[config.mk]
export PLATFORM = sky130hd
export DESIGN_NAME = scalar_reg_host_port
export DESIGN_NICKNAME = d
export VERILOG_FILES = /design/src/rtl/scalar_reg_host_port.sv
export SDC_FILE = /design/constraint.sdc
export NUM_CORES = 1
export LEC_CHECK = 0
export CAP_MARGIN = 20
export CORE_UTILIZATION = 45
export DETAILED_ROUTE_END_ITERATION = 6
export PLACE_DENSITY = 0.8
export REMOVE_ABC_BUFFERS = 1
export SLEW_MARGIN = 15
export SYNTH_ARGS = -nofsm -noshare
export SYNTH_HDL_FRONTEND = slang
export SYNTH_SLANG_ARGS = --single-unit
[constraint.sdc]
create_clock -name clk -period 8.8 [get_ports clk]
set_input_delay 2.64 -clock clk [delete_from_list [all_inputs] [get_ports clk]]
set_output_delay 2.64 -clock clk [all_outputs]
set_load 0.01 [all_outputs]
[src/rtl/scalar_reg_host_port.sv]
// scalar_reg_host_port
// Host-side initiator for the scalar register file. Requests arrive on a
// valid/ready channel, wait in a small FIFO, and are executed one at a time
// against the register file's single write port and combinational read port.
// Each request gets exactly one response, returned in request order.
//
// Optional build macro: SRF_READBACK_VERIFY_EN
//   When defined, every in-range write reads its register back one cycle
//   later (VERIFY state) and flags rsp_err if the data does not match.
module scalar_reg_host_port #(
  parameter int REG_DEPTH  = 6,
  parameter int REG_WIDTH  = 32,
  parameter int ADDR_WIDTH = 5,
  parameter int FIFO_DEPTH = 4
) (
  input  logic                  clk,
  input  logic                  reset_n,
  input  logic                  req_valid,
  output logic                  req_ready,
  input  logic                  req_write,
  input  logic [ADDR_WIDTH-1:0] req_addr,
  input  logic [REG_WIDTH-1:0]  req_wdata,
  output logic                  rsp_valid,
  input  logic                  rsp_ready,
  output logic [REG_WIDTH-1:0]  rsp_rdata,
  output logic                  rsp_err,
  output logic                  busy,
  output logic [ADDR_WIDTH-1:0] rf_read_address,
  output logic [ADDR_WIDTH-1:0] rf_write_address,
  output logic [REG_WIDTH-1:0]  rf_write_data,
  output logic                  rf_write_enable,
  input  logic [REG_WIDTH-1:0]  rf_read_data
);

  localparam int PTR_W = $clog2(FIFO_DEPTH);
  localparam logic [PTR_W:0] PTR_ONE = (PTR_W+1)'(1);
  // One extra bit so an address equal to REG_DEPTH still compares correctly.
  localparam logic [ADDR_WIDTH:0] DEPTH_LIMIT = (ADDR_WIDTH+1)'(REG_DEPTH);

  typedef enum logic [1:0] {
    IDLE   = 2'd0,
    EXEC   = 2'd1,
    RESP   = 2'd2
`ifdef SRF_READBACK_VERIFY_EN
    , VERIFY = 2'd3
`endif
  } state_t;

  state_t state, next_state;

  // Request FIFO storage and pointers (extra MSB distinguishes full from empty).
  logic                  fifo_write [FIFO_DEPTH];
  logic [ADDR_WIDTH-1:0] fifo_addr  [FIFO_DEPTH];
  logic [REG_WIDTH-1:0]  fifo_wdata [FIFO_DEPTH];
  logic [PTR_W:0]        wr_ptr;
  logic [PTR_W:0]        rd_ptr;
  logic                  full;
  logic                  empty;
  logic                  push;
  logic                  pop;

  // Command currently being executed.
  logic                  cmd_write;
  logic [ADDR_WIDTH-1:0] cmd_addr;
  logic [REG_WIDTH-1:0]  cmd_wdata;
  logic                  cmd_in_range;

  assign empty = (wr_ptr == rd_ptr);
  assign full  = (wr_ptr[PTR_W] != rd_ptr[PTR_W]) &&
                 (wr_ptr[PTR_W-1:0] == rd_ptr[PTR_W-1:0]);

  // A full FIFO refuses pushes even when a pop happens in the same cycle.
  assign req_ready = !full;
  assign push      = req_valid && !full;

  assign cmd_in_range = ({1'b0, cmd_addr} < DEPTH_LIMIT);

  // The register file sees the command register directly, so its addresses
  // hold the last command's value outside EXEC/VERIFY.
  assign rf_read_address  = cmd_addr;
  assign rf_write_address = cmd_addr;
  assign rf_write_data    = cmd_wdata;
  assign rf_write_enable  = (state == EXEC) && cmd_write && cmd_in_range;

  assign rsp_valid = (state == RESP);
  assign busy      = !empty || (state != IDLE);

  // Capture an accepted request into the FIFO slot the write pointer names.
  always_ff @(posedge clk) begin
    if (push) begin
      fifo_write[wr_ptr[PTR_W-1:0]] <= req_write;
      fifo_addr[wr_ptr[PTR_W-1:0]]  <= req_addr;
      fifo_wdata[wr_ptr[PTR_W-1:0]] <= req_wdata;
    end
  end

  // Advance FIFO pointers on push and pop; reset empties the queue.
  always_ff @(posedge clk or negedge reset_n) begin
    if (!reset_n) begin
      wr_ptr <= '0;
      rd_ptr <= '0;
    end else begin
      if (push) begin
        wr_ptr <= wr_ptr + PTR_ONE;
      end
      if (pop) begin
        rd_ptr <= rd_ptr + PTR_ONE;
      end
    end
  end

  // State register; reset drops any in-flight command.
  always_ff @(posedge clk or negedge reset_n) begin
    if (!reset_n) begin
      state <= IDLE;
    end else begin
      state <= next_state;
    end
  end

  // Next-state logic: pop in IDLE, one EXEC cycle, then hold RESP until taken.
  always_comb begin
    next_state = state;
    pop        = 1'b0;
    case (state)
      IDLE: begin
        if (!empty) begin
          pop        = 1'b1;
          next_state = EXEC;
        end
      end
      EXEC: begin
        next_state = RESP;
`ifdef SRF_READBACK_VERIFY_EN
        if (cmd_write && cmd_in_range) begin
          next_state = VERIFY;
        end
`endif
      end
`ifdef SRF_READBACK_VERIFY_EN
      VERIFY: begin
        next_state = RESP;
      end
`endif
      RESP: begin
        if (rsp_ready) begin
          next_state = IDLE;
        end
      end
      default: begin
        next_state = IDLE;
      end
    endcase
  end

  // Load the command register on pop and build the response during EXEC/VERIFY.
  always_ff @(posedge clk or negedge reset_n) begin
    if (!reset_n) begin
      cmd_write <= 1'b0;
      cmd_addr  <= '0;
      cmd_wdata <= '0;
      rsp_rdata <= '0;
      rsp_err   <= 1'b0;
    end else begin
      if (pop) begin
        cmd_write <= fifo_write[rd_ptr[PTR_W-1:0]];
        cmd_addr  <= fifo_addr[rd_ptr[PTR_W-1:0]];
        cmd_wdata <= fifo_wdata[rd_ptr[PTR_W-1:0]];
      end
      if (state == EXEC) begin
        if (!cmd_in_range) begin
          rsp_rdata <= '0;
          rsp_err   <= 1'b1;
        end else if (cmd_write) begin
          rsp_rdata <= '0;
          rsp_err   <= 1'b0;
        end else begin
          rsp_rdata <= rf_read_data;
          rsp_err   <= 1'b0;
        end
      end
`ifdef SRF_READBACK_VERIFY_EN
      if (state == VERIFY) begin
        rsp_err <= (rf_read_data != cmd_wdata);
      end
`endif
    end
  end

endmodule
==> impl_metrics.tcl, run 1 <==
set metrics [dict create \
    status "complete, no violations" \
    clk_pin_slew_ns 0.06 \
    port_buffers 152 \
    setup.worst_path.start_class "flop" \
    fmax_ghz 0.190 \
    hold_buffers 0 \
    ys_warn_count 0 \
    cts_setup_buffers 0 \
    p_sw_w 0.00118 \
    gp_congestion 0.728 \
    yosys.cell_count.top_type "edfxtp_1" \
    p_int_w 0.00290 \
    ys_seq_elements 231 \
    initial_core_util_pct 46.3 \
    tns_ns 0 \
    synth-edff-count 152 \
    vias_per_cell 5.13 \
    worst_ep_arrival_time_ns 2.61 \
    fin_nets 640 \
    die_w_um 141 \
    synth_cell_types 30 \
    crit_type "reg2out" \
    drc_errors 0 \
    clk_latency_ns 0.49 \
    grt_use_total_pct 16.6 \
    pwr-share-comb_pct 35.2 \
    fill_cells 1362 \
    drive_gt1_share_pct 20.5 \
    post_drt_wl_per_cell_um 19.5 \
    num_rows 50 \
    drt_first_iter_violations 186 \
    cp_max_fo 42 \
    fin_area_um2 11200 \
    dp_hpwl_mm 10.3 \
    cts_resized 0 \
    yosysTopAreaCellShare_pct 52.2 \
    antennaDiodeCount 0 \
    setup_viol 0 \
    synthTopCellsByCount "edfxtp_1 (152), dfrtp_1 (79), mux2_4 (38)" \
    syn_area_um2 8750 \
    die_y_um 141 \
    clock_skew_ns 0.00806 \
    ys.flop_type "edfxtp_1" \
    slew_violations 0 \
    dr.pass1.iters 5 \
    place_ws_ns 4.05 \
    tightest_slew_ns 1.03 \
    antenna_found_initial 0 \
    fin_crit_ns 5.25 \
    clkPwrFrac_pct 21.9 \
    io_pins 153 \
    p_seq_share_pct 42.8 \
    finalWirelength_mm 16.3 \
    synth-async-reset-ratio_pct 34.2 \
    syn_area_per_cell_um2 21.6 \
    htree_levels 1 \
    crit_required_ns 6.16 \
    vias 4290 \
    hold_path.class "reg2reg" \
    cts_buffers 23 \
    crit_path_end_kind "primary output" \
    overflow 0 \
    p_leak_nw 4.16 \
    rsz0062_at_grt "no" \
    first_global_vias 4517 \
    clockBufferDepth 3 \
    setup_ws_ns 3.55 \
    switching_share_pct 28.8 \
    synthCells 406 \
    maxCapViolations 0 \
    whs_ns 0.504 \
    dp.cells 795 \
    maxSlewHeadroom_pct 31.5 \
    synth_area_leaders "edfxtp_1 (52%), dfrtp_1 (23%), mux4_2 (8.5%)" \
    hold_viol 0 \
    ir_drop_mv 0.192 \
    fin_cells 837 \
    cts-root-buf "clkbuf_16" \
    cts_tree "yes" \
    die_area_um2 20000 \
    grt_pass1_wl_mm 25.1 \
    yosys.area.top_type "edfxtp_1" \
    coreArea_um2 18900 \
    yosysSeqAreaShare_pct 74.8 \
    clock_sinks 231 \
    grt_start_max_net_pins 47 \
    area_delta_synth_final_pct 27.8 \
    placed_cell_area_um2 10500 \
    min_period_over_period_pct 59.7 \
    ant_nets 0 \
    p_per_area_nw_per_um2 365 \
]
-- worst paths after layout --
kind,startpoint,to,slack [ns],cells past startpoint
max,rd_ptr[1],busy,3.55,4
min,rsp_rdata[21],rsp_rdata[21],0.50,1
max reg2reg,rd_ptr[1],fifo_wdata[0][25],5.82,3
min reg2reg,rsp_rdata[21],rsp_rdata[21],0.50,1
max in group asynchronous,reset_n,rd_ptr[1],5.69,2
min in group asynchronous,reset_n,rsp_rdata[1],2.09,1
-- stage by stage --
step | utilization (%) | total power, W
final | 59.2 | 0.00408
after global routing | 59.2 | 0.00429
after CTS | 59.1 | 0.00413
after detailed placement | 55.5 | 0.00322
after global placement | 55.5 | 0.00318
after floorplan | - | 0.00261
-- critical path, stage by stage, from the launching register on --
cell and delay (ns):
dfrtp_2 1.04, xor2_1 0.34, nor2_1 0.10, nand3b_1 0.10
clkdlybuf4s50_1 0.53
-- placed cells by master (no fill, tap or decap), types with 5 or more instances in the layout --
cell,n
ha_1,5
mux4_2,33
edfxtp_1,152
a22o_1,32
clkbuf_1,5
mux2_4,38
clkdlybuf4s50_1,151
mux4_1,5
clkbuf_16,23
clkinv_2,7
inv_1,5
dfrtp_1,77
xor2_1,6
-- logic make-up (layout without fill, tap and decap cells) --
logic type	after synthesis	count (layout)	share of synthesized area, %
buffers and inverters	31	202	2.06
xor gates and xnor gates	9	9	0.901
and+or+nand+nor	13	13	0.844
muxes	78	78	16.8
DFF	231	231	74.8
AOI/OAI and AO/OA	39	39	3.95
adders and majority gates	5	5	0.715
-- layer usage --
layer / GRT usage (%) / up-vias / routed length, µm / part of all wire, %
met1: 21.6 / 2173 / 6970 / 43
li1: - / 1920 / - / -
met5: 0 / - / 0 / 0
met2: 28.4 / 178 / 7890 / 48
met3: 4.02 / 19 / 1220 / 7.4
met4: 3.57 / 0 / 255 / 1.6
-- state kept, by name, indices dropped and copies added (netlist names) --
register         count
rsp_err              1
fifo_wdata         128
rsp_rdata           32
state                2
fifo_write           4
fifo_addr           20
cmd_write            1
rf_read_address      5
rf_write_data       32
wr_ptr               3
rd_ptr               3
-- cell type report --
class,instances,area [µm²],share of cell area [%]
Clock buffer,29,608,5.44
Timing Repair Buffer,156,1550,13.9
Multi-Input combinational cell,144,2050,18.4
Sequential cell,231,6550,58.5
Tap cell,260,325,2.91
Inverter,5,18.8,0.168
Clock inverter,12,80.1,0.716
-- power groups by stage --
stage / clock network, W / logic, W / registers, W
6_report: 0.000895 / 0.00144 / 0.00175
5_1_grt: 0.000958 / 0.00154 / 0.00179
4_1_cts: 0.000916 / 0.00146 / 0.00176
3_5_place_dp: 0 / 0.00145 / 0.00177
3_3_place_gp: 0 / 0.00143 / 0.00175
2_1_floorplan: 0 / 0.000816 / 0.00179
(Power assumes the default switching activity.)
==> run 2: changes to the inputs <==
==> constraint.sdc (replaced) <==
create_clock -name clk -period 5.03 [get_ports clk]
set_input_delay 1.509 -clock clk [delete_from_list [all_inputs] [get_ports clk]]
set_output_delay 1.509 -clock clk [all_outputs]
set_load 0.01 [all_outputs]
==> run 2 against run 1 <==
Effect of this change:
- non-clock buffer count is 3 higher
- register-to-register slack got worse by 3.8 ns
- via count rose by 0.91%
- total power grew 77%
- setup slack got worse by 2.4 ns
- combinational power up 88%
- core utilization grew 0.47 points
==> impl_metrics.tcl, run 2 (synthesized netlist as in run 1, its figures left out) <==
set metrics [dict create \
    hold_path.class "reg2reg" \
    cts_setup_buffers 0 \
    initial_core_util_pct 46.3 \
    post_drt_wl_per_cell_um 19.9 \
    htree_levels 1 \
    slowest_delay_ns 0.54 \
    p_total_w 0.00723 \
    crit_path_end_kind "primary output" \
    worstPathBufferInverterCount 2 \
    antennaDiodeCount 0 \
    antenna_found_initial 0 \
    slowest_stage "clkdlybuf4s50_1" \
    ir_drop_mv 0.380 \
    clk_latency_ns 0.50 \
    port_buffers 152 \
    maxCapViolations 0 \
    min_period_over_period_pct 77.8 \
    clk_pin_slew_ns 0.06 \
    cpLargestDelayFamily "buffers and inverters" \
    io_pins 153 \
    ant_nets 0 \
    dr.pass1.iters 4 \
    dp_hpwl_mm 10.5 \
    die_w_um 141 \
    drt_first_iter_violations 240 \
    worst_ep_arrival_time_ns 2.40 \
    overflow 0 \
    coreArea_um2 18900 \
    dr_wl_met2_mm 8.13 \
    clockBufferDepth 3 \
    tns_ns 0 \
    slew_violations 0 \
    drc_errors 0 \
    hold_buffers 0 \
    finalWirelength_mm 16.8 \
    vias_per_cell 5.14 \
    cts_tree "yes" \
    drive_gt1_share_pct 20.8 \
    setup.worst_path.start_class "flop" \
    cp_max_fo 42 \
    crit_required_ns 3.52 \
    cts_resized 0 \
    dr_wl_met3_mm 1.25 \
    final_cell_mix "edfxtp_1 (152), clkdlybuf4s50_1 (151), dfrtp_1 (77)" \
    first_global_vias 4661 \
    whs_ns 0.490 \
    die_y_um 141 \
    grt_start_max_net_pins 80 \
    rsz0062_at_grt "no" \
    grt_pass1_wl_mm 26.0 \
    fmax_ghz 0.256 \
    p_leak_nw 4.20 \
    cts_buffers 24 \
    top_layer_used "met4" \
    status "complete, no violations" \
    tightest_slew_ns 1.03 \
    clock_sinks 231 \
    area_delta_synth_final_pct 28.8 \
    setup_viol 0 \
    final_common_cell "edfxtp_1" \
    worstPathCellList "buf_4 -> xor2_1 -> nor2_1 -> nand3b_1 -> clkdlybuf4s50_1" \
    met1_length_mm 7.13 \
    vias 4329 \
    crit_type "reg2out" \
    gp_congestion 0.740 \
    p_per_area_nw_per_um2 641 \
    num_rows 50 \
    cts-root-buf "clkbuf_16" \
    grt_use_total_pct 17.2 \
    hold_viol 0 \
    largest_reg_flops 128 \
    fin_nets 644 \
    clock_skew_ns 0.00875 \
    die_area_um2 20000 \
    maxSlewHeadroom_pct 31.1 \
    fin_crit_ns 3.91 \
]
==> run 2: final cells by class <==
type                            count  area, µm²
Timing Repair Buffer              159       1600
Tap cell                          260        325
Inverter                            5       18.8
Clock inverter                      9       47.5
Multi-Input combinational cell    144       2050
Sequential cell                   231       6550
Clock buffer                       35        683
Fill cell                        1353       7620
==> run 2: path summary, 6_finish.rpt <==
kind / cells past startpoint / slack, ns / end / from
max: 5 / 1.12 / busy / rd_ptr[1]
min: 1 / 0.49 / wr_ptr[2] / wr_ptr[2]
max reg2reg: 4 / 2.07 / fifo_wdata[1][25] / rd_ptr[0]
min reg2reg: 1 / 0.49 / wr_ptr[2] / wr_ptr[2]
max in group asynchronous: 2 / 3.53 / rd_ptr[0] / reset_n
min in group asynchronous: 1 / 0.88 / rf_write_data[6] / reset_n
==> run 2: power by group <==
| part | switching, W | internal, W | total, W |
|---|---|---|---|
| registers | 0.000243 | 0.00266 | 0.00290 |
| clock network | 0.000679 | 0.000944 | 0.00162 |
| logic | 0.00117 | 0.00154 | 0.00270 |
==> run 2: through the flow <==
stage | cell area, µm² | worst slack, ns | std cells | util (%)
2_1_floorplan | 8590 | 0.357 | 380 | -
3_3_place_gp | 10500 | 1.42 | 797 | 55.6
3_5_place_dp | 10500 | 1.34 | 797 | 55.6
4_1_cts | 11200 | 1.10 | 841 | 59.4
5_1_grt | 11300 | 1.02 | 843 | 59.7
6_report | 11300 | 1.12 | 843 | 59.7
==> run 2: routing by layer <==
metal / track usage [%] / vias up
met3: 4.25 / 25
met2: 29.4 / 159
li1: - / 1935
met1: 22.1 / 2210
met5: 0 / -
met4: 4.30 / 0
